### src/rtl/cla_pkg.sv
// Shared types and constants for the byte-serial CLA word sequencer.
package cla_pkg;

  localparam int BYTE_W = 8;

  typedef enum logic [1:0] {
    IDLE = 2'd0,
    RUN  = 2'd1,
    DONE = 2'd2
  } state_e;

  // A one-bit counter is the narrowest useful index, even for tiny widths.
  function automatic int idx_width(input int nbytes);
    return (nbytes < 2) ? 1 : $clog2(nbytes);
  endfunction

endpackage

### src/rtl/FA_lookahead_8bit.sv
// 8-bit carry-lookahead adder: every carry is formed from generate/propagate
// terms and cin directly, without rippling through the previous carry.
module FA_lookahead_8bit (
  input  logic [7:0] a,
  input  logic [7:0] b,
  input  logic       cin,
  output logic [7:0] sum,
  output logic       cout
);

  logic [7:0] p;
  logic [7:0] g;
  logic [8:0] c;
  logic       acc;
  logic       term;

  always_comb begin
    p    = a ^ b;
    g    = a & b;
    c    = '0;
    acc  = 1'b0;
    term = 1'b0;
    c[0] = cin;
    for (int i = 0; i < 8; i++) begin
      acc = cin;
      for (int k = 0; k <= i; k++) acc = acc & p[k];
      for (int j = 0; j <= i; j++) begin
        term = g[j];
        for (int k = j + 1; k <= i; k++) term = term & p[k];
        acc = acc | term;
      end
      c[i+1] = acc;
    end
    sum  = p ^ c[7:0];
    cout = c[8];
  end

endmodule

### src/rtl/cla_word_sequencer.sv
// Multi-precision add/subtract: one 8-bit CLA time-shared across an NBYTES-wide
// operand, least-significant byte first, with valid/ready on both sides.
module cla_word_sequencer
  import cla_pkg::*;
#(
  parameter  int NBYTES = 4,
  localparam int W      = BYTE_W * NBYTES
) (
  input  logic         clk,
  input  logic         rst,
  input  logic         in_valid,
  output logic         in_ready,
  input  logic [W-1:0] op_a,
  input  logic [W-1:0] op_b,
  input  logic         sub,
  output logic         busy,
  output logic         out_valid,
  input  logic         out_ready,
  output logic [W-1:0] result,
  output logic         carry_out,
  output logic         overflow,
  output state_e       fsm_state
);

  // Handshakes: a transfer happens on a rising edge where valid & ready are
  // both high; in_ready and out_valid depend on the state register only.

  localparam int IW = idx_width(NBYTES);

  state_e            state;
  state_e            state_nx;
  logic [W-1:0]      a_sh;
  logic [W-1:0]      b_sh;
  logic [W-1:0]      res;
  logic              carry;
  logic              ovf;
  logic [IW-1:0]     idx;
  logic [BYTE_W-1:0] cla_sum;
  logic              cla_cout;
  logic              last_byte;

  FA_lookahead_8bit u_cla (
    .a    (a_sh[BYTE_W-1:0]),
    .b    (b_sh[BYTE_W-1:0]),
    .cin  (carry),
    .sum  (cla_sum),
    .cout (cla_cout)
  );

  assign last_byte = (idx == IW'(NBYTES - 1));

  always_ff @(posedge clk or posedge rst) begin
    if (rst) state <= IDLE;
    else     state <= state_nx;
  end

  always_comb begin
    state_nx = state;
    case (state)
      IDLE:    if (in_valid)  state_nx = RUN;
      RUN:     if (last_byte) state_nx = DONE;
      DONE:    if (out_ready) state_nx = IDLE;
      default: state_nx = IDLE;
    endcase
  end

  // Subtraction is a + ~b + 1: b is inverted on capture and the +1 enters
  // as the initial carry.
  always_ff @(posedge clk or posedge rst) begin
    if (rst) begin
      a_sh  <= '0;
      b_sh  <= '0;
      res   <= '0;
      carry <= 1'b0;
      ovf   <= 1'b0;
      idx   <= '0;
    end else begin
      case (state)
        IDLE: begin
          if (in_valid) begin
            a_sh  <= op_a;
            b_sh  <= sub ? ~op_b : op_b;
            carry <= sub;
            ovf   <= 1'b0;
            idx   <= '0;
          end
        end
        RUN: begin
          a_sh  <= {{BYTE_W{1'b0}}, a_sh[W-1:BYTE_W]};
          b_sh  <= {{BYTE_W{1'b0}}, b_sh[W-1:BYTE_W]};
          res   <= {cla_sum, res[W-1:BYTE_W]};
          carry <= cla_cout;
          idx   <= idx + IW'(1);
          if (last_byte) begin
            ovf <= (a_sh[BYTE_W-1] == b_sh[BYTE_W-1]) &&
                   (cla_sum[BYTE_W-1] != a_sh[BYTE_W-1]);
          end
        end
        default: ;
      endcase
    end
  end

  assign in_ready  = (state == IDLE);
  assign busy      = (state != IDLE);
  assign out_valid = (state == DONE);
  assign result    = res;
  assign carry_out = carry;
  assign overflow  = ovf;
  assign fsm_state = state;

endmodule

### config.mk
export PLATFORM = sky130hd
export DESIGN_NAME = cla_word_sequencer
export DESIGN_NICKNAME = d
export VERILOG_FILES = /design/src/rtl/cla_pkg.sv /design/src/rtl/FA_lookahead_8bit.sv /design/src/rtl/cla_word_sequencer.sv
export SDC_FILE = /design/constraint.sdc
export NUM_CORES = 1
export LEC_CHECK = 0
export BUFFER_PORTS_ARGS = -buffer_cell sky130_fd_sc_hd__buf_4
export CAP_MARGIN = 20
export CORE_MARGIN = 2
export CORE_UTILIZATION = 38
export DETAILED_ROUTE_END_ITERATION = 7
export PLACE_DENSITY_LB_ADDON = 0.15
export SYNTH_ARGS = -nofsm -noshare
export SYNTH_HDL_FRONTEND = slang
export SYNTH_SLANG_ARGS = --single-unit
### constraint.sdc
create_clock -name clk -period 4.2 [get_ports clk]
set_input_delay 0.42 -clock clk [delete_from_list [all_inputs] [get_ports clk]]
set_output_delay 0.42 -clock clk [all_outputs]
set_load 0.02 [all_outputs]
; ---- After elaboration in Yosys (flattened, before gate mapping)
; Index checks and enable logic that the tools add are counted.
; W data, S select, Z words.
[classes]
add_sub_neg = 1
bitwise_logic = 76
reduce_logical = 7
eq_ne = 8
n_mux = 16
[op_table]
columns = op, count
row1 = $pmux W32 S2, 2
row2 = $mux W32, 3
row3 = $and A1 B1 Y1, 36
row4 = $or A1 B1 Y1, 36
row5 = $not A32 Y32, 1
row6 = $xor A8 B8 Y8, 2
row7 = $and A8 B8 Y8, 1
row8 = $mux W2, 4
row9 = $pmux W2 S3, 1
row10 = $reduce_and A3 Y1, 2
row11 = $eq A2 B2 Y1 const B, 2
row12 = $ne A2 B2 Y1 const B, 2
row13 = $pmux W1 S2, 2
row14 = $pmux W2 S2, 1
row15 = $reduce_bool A2 Y1, 2
row16 = $mux W1, 3
row17 = $add A2 B1 Y2 const B, 1
row18 = $eq A2 B1 Y1 const B, 1
row19 = $logic_not A2 Y1, 1
row20 = $ne A2 B1 Y1 const B, 1
row21 = $reduce_and A2 Y1, 1
row22 = $eq A1 B1 Y1, 1
row23 = $logic_and A1 B1 Y1, 1
row24 = $ne A1 B1 Y1, 1
[word_totals]
ff_bits = 102
out_inout_bits = 39

; ---- Longest topological paths before layout
[depth]
ltp_word = 20
ltp_mapped = 7

; ---- Cells and area by module
; From an unflattened synthesis, not the netlist that was laid out.
[unflattened]
hier_cells = 516
hier_area_um2 = 5007.3
[by_module_without_submodules]
columns = module, area_per_inst_um2, instances, cells_each
row1 = cla_word_sequencer, 4679.5, 1, 477
row2 = FA_lookahead_8bit, 327.8, 1, 39

; ---- Least setup slack after synthesis
; OpenSTA, ideal clock, no wires.
[synth_path]
path_kind = reg2reg
startpoint = register a_sh[0]
endpoint = register carry, in the netlist carry_out
required_time_ns = 4.063
arrival_time_ns = 1.806
path_slack_ns = 2.257
setup_ns = 0.137
path_stages_with_launch = 8
path_cell_list = dfrtp_1 > ha_1 > ha_1 > o21a_1 > o22a_4 > a221oi_4 > o22a_1 > o21ai_0
[synth_between]
elab_chain_cells = 18
elab_cells_between_ends = 26
cone_classes = 1 x mux / 25 x bitwise
[synth_lines]
columns = item, line
row1 = "start, declared", cla_word_sequencer.sv:32  ; logic [W-1:0] a_sh;
row2 = "start signal, assigned", cla_word_sequencer.sv:81  ; a_sh <= op_a;
row3 = "start signal, assigned", cla_word_sequencer.sv:89  ; a_sh <= {{BYTE_W{1'b0}}, a_sh[W-1:BYTE_W]};
row4 = $xor A8 B8 Y8, FA_lookahead_8bit.sv:18  ; p = a ^ b;
row5 = $and A1 B1 Y1 (8 in a row), FA_lookahead_8bit.sv:26  ; for (int k = 0; k <= i; k++) acc = acc & p[k];
row6 = $or A1 B1 Y1 (*) (8 in a row), FA_lookahead_8bit.sv:30  ; acc = acc | term;
row7 = $pmux W1 S2 (*), cla_word_sequencer.sv:78  ; case (state)
row8 = "end signal, assigned", cla_word_sequencer.sv:83  ; carry <= sub;
row9 = "end signal, assigned", cla_word_sequencer.sv:92  ; carry <= cla_cout;
row10 = "end, declared", cla_word_sequencer.sv:35  ; logic carry;
; Every way passes the cells marked *; elsewhere a longest branch is shown, timed or not.
; A chain may end at the register's enable or synchronous reset.

; ---- Worst setup path in the final report
[layout_path]
startpoint = register state[0], in the netlist fsm_state[0]
endpoint = register carry, in the netlist carry_out
[layout_between]
elab_chain_cells = 3
elab_cells_between_ends = 6
cone_classes = 2 x eq/ne / 1 x mux / 3 x reduce/logical
[layout_lines]
columns = item, line
row1 = "start, declared", cla_word_sequencer.sv:30  ; state_e state;
row2 = "start signal, assigned", cla_word_sequencer.sv:54  ; else state <= state_nx;
row3 = $eq A2 B1 Y1 or $logic_not A2 Y1 (tied branches), cla_word_sequencer.sv:78
row4 = $reduce_bool A2 Y1 (no source line) or $ne A2 B2 Y1 (tied branches), --
row5 = $reduce_and A2 Y1 (no source line), --
; Parallel ways exist; a longest one is shown, timed or not.

==> summary.md <==
| Metric | Value |
|---|---|
| GP Congestion | `approximately 0.75` |
| Final period util | `a little over half` |
| Hold WC Path Type | `in -> async` |
| Port buffer count | `roughly 110` |
| Fraction of layout cells with a size suffix above 1 | `between 20 and 25%` |
| Tot GR Track Use | `~17%` |
| DRT antenna net count | `0` |
| Most common cell after layout, fill and taps aside | `buf_4` |
| Vias | `around 3.9k` |
| Worst slew pin tran | `0.928 ns` |
| Yosys warnings | `0` |
| Setup_tns | `0 ns` |
| Cell Area, Synth | `around 5000 um^2` |
| Syn Nets | `598` |
| Critical R2R Capture | `carry_out` |
| Area growth, synth to finish | `24.7%` |
| Register area share after synthesis | `51.3%` |
| Crit path required time | `~4.5 ns` |
| Final Hold Viols | `0` |
| Worst vdd ir | `approximately 0.33 mV` |
| Max Slew Vio Count | `0` |
| Number of synthesized register bits | `roughly 100` |
| Max H-tree Level | `3` |
| Core area | `12700 um^2` |
| Die H | `118 um` |
| Rel. slew slack | `between 30% and 40%` |
| Routed length per placed instance | `~15 um` |
| First-pass GRT wire length | `around 20000 um` |
| WS Path Type | `reg -> reg` |
| CTS Buffer Depth | `2` |
| DRC viols | `0` |
| Die width | `around 120 um` |
| Final Setup Violations | `0` |
| Pin count of the biggest net entering global routing | `between 70 and 80` |
| CTS tree | `built` |
| Post-cts gate resize count | `0` |
| CTS Hold Bufs | `0` |
| Max Clock Freq | `around 0.44 GHz` |
| Arrival @ worst endpoint | `~2.5 ns` |
| Drt pass-1 iters | `4` |
| Die Area | `approximately 14000 um^2` |
| DP Wirelength | `between 8000 and 9000 um` |
| RSZ-0062 raised after global routing | `false` |
| DRT Wirelength | `approximately 12000 um` |
| Worst Reg2Reg Path Length in Cells | `6` |
| Worst-Skew Late Latency | `between 0.3 and 0.4 ns` |
| Cells after Synth | `518` |
| Num rows | `41` |
| Root Driver | `clkbuf_16` |
| FF-to-FF setup slack | `1.92 ns` |
| Post-CTS setup buffers | `0` |
| Leak | `0.00297 uW` |
| Clock Skew | `about 0.0086 ns` |
| Mean Syn Cell Area | `9.61 um^2` |
| Power Density | `787 nW/um^2` |
| GRT overflow | `0` |
| Number of global-route vias before repair | `between 3k and 4k` |
| Critical Path Sink Type | `flop` |
| Most frequent cells in the layout | `114 x buf_4, 113 x nand2_1, 100 x dfrtp_1` |
| First DRT Iteration DRCs | `168` |
| Status | `completed` |
| Layout Nets | `684` |
| Netlist cell types | `33` |
| CP Max Fanout | `49` |
| CTS buffer count | `9` |
| Clk sinks | `approximately 100` |
| Minimum clock period | `around 2.3 ns` |
| Initial Util | `about two fifths` |
| Ports | `~110` |
| Clock slew at the register clock pins of the worst setup and hold paths | `about 0.070 ns` |
| Worst Setup Start Kind | `flop` |
| Via density | `4.94` |
| Core utilization of the finished layout | `about half` |
| Max_cap viols | `0` |
| Worst r2r src | `fsm_state[0]` |
| Initial antenna violation count | `0` |
| # diodes | `0` |
==> critical path: stages, from the launching register on <==
cell and delay, ns:
dfrtp_2 0.61, buf_4 0.44, nor2b_2 0.35, buf_4 0.33, o21ai_0 0.11, o22a_1 0.21
o21ai_0 0.13
==> power breakdown <==
group | total, uW | switching (uW) | internal [uW]
combinational | 2290 | 1290 | 1000
clock | 850 | 356 | 494
sequential | 1740 | 313 | 1430
total | 4880 | 1950 | 2930
==> worst max-delay path by stage <==
stage	from	endpoint	cells past startpoint
floorplan	rst	a_sh[0]	1
global placement	fsm_state[0]	carry_out	6
detailed placement	fsm_state[0]	carry_out	6
CTS	fsm_state[0]	carry_out	6
global route	fsm_state[0]	carry_out	6
finish	fsm_state[0]	carry_out	6
==> cells in the mapped netlist, drive strengths merged <==
cell type | number | area share [%]
fa | 1 | 0.40
xor2 | 4 | 0.70
clkbuf | 33 | 2.5
nor2b | 30 | 3.8
o31ai | 1 | 0.15
a22oi | 4 | 0.60
and3 | 1 | 0.13
a221o | 1 | 0.23
a21o | 1 | 0.15
inv | 7 | 0.53
nand2b | 3 | 0.38
ha | 10 | 2.5
o21ai | 46 | 4.6
nand3 | 1 | 0.10
o22a | 24 | 4.4
xnor2 | 34 | 6.0
o21a | 3 | 0.45
and3b | 21 | 3.7
or2 | 1 | 0.13
a221oi | 1 | 0.53
nor2 | 7 | 0.53
a22o | 9 | 1.6
dfrtp | 102 | 51
a21oi | 50 | 5.0
o22ai | 1 | 0.13
nand2 | 113 | 8.5
and2 | 1 | 0.13
or3 | 2 | 0.28
buf | 6 | 0.58
==> sequential cells by signal, indices dropped and copies added (netlist names) <==
name	count
fsm_state	2
overflow	1
b_sh	32
idx	2
result	32
a_sh	32
carry_out	1
==> layer usage <==
| metal | GRT usage, % | part of all wire, % | up-vias |
|---|---|---|---|
| li1 | - | - | 1927 |
| met1 | 24.3 | 47 | 1837 |
| met2 | 27.4 | 48 | 81 |
| met3 | 2.51 | 3.6 | 12 |
| met4 | 6.47 | 1.3 | 0 |
| met5 | 0 | 0 | - |
==> per-stage QoR <==
step	std cells	hold WS, ns	area [um^2]	total power [uW]	worst slack [ns]
after floorplan	518	0.450	4980	3340	1.10
after global routing	781	0.282	6210	5290	1.72
after global placement	765	0.460	5900	4020	1.92
after CTS	781	0.279	6210	4940	1.87
final	781	0.259	6210	4880	1.92
after detailed placement	765	0.467	5900	4080	1.88
==> cells by family after synthesis <==
group / share of synthesized area, %
and+or+nand+nor: 17.6
AOI/OAI and AO/OA: 17.9
DFF: 51.3
buffers and inverters: 3.59
xor gates and xnor gates: 6.69
adders and majority gates: 2.92
==> layout make-up <==
cell class	instances	area (um^2)
sequential	102	2550
timing repair buffer	114	856
tap	172	215
inverter	7	28.8
fill	1267	6520
multi-input combinational	370	2250
clock inverter	3	42.5
clock buffer	13	260
Note: power is estimated with default switching activity, not from simulation.
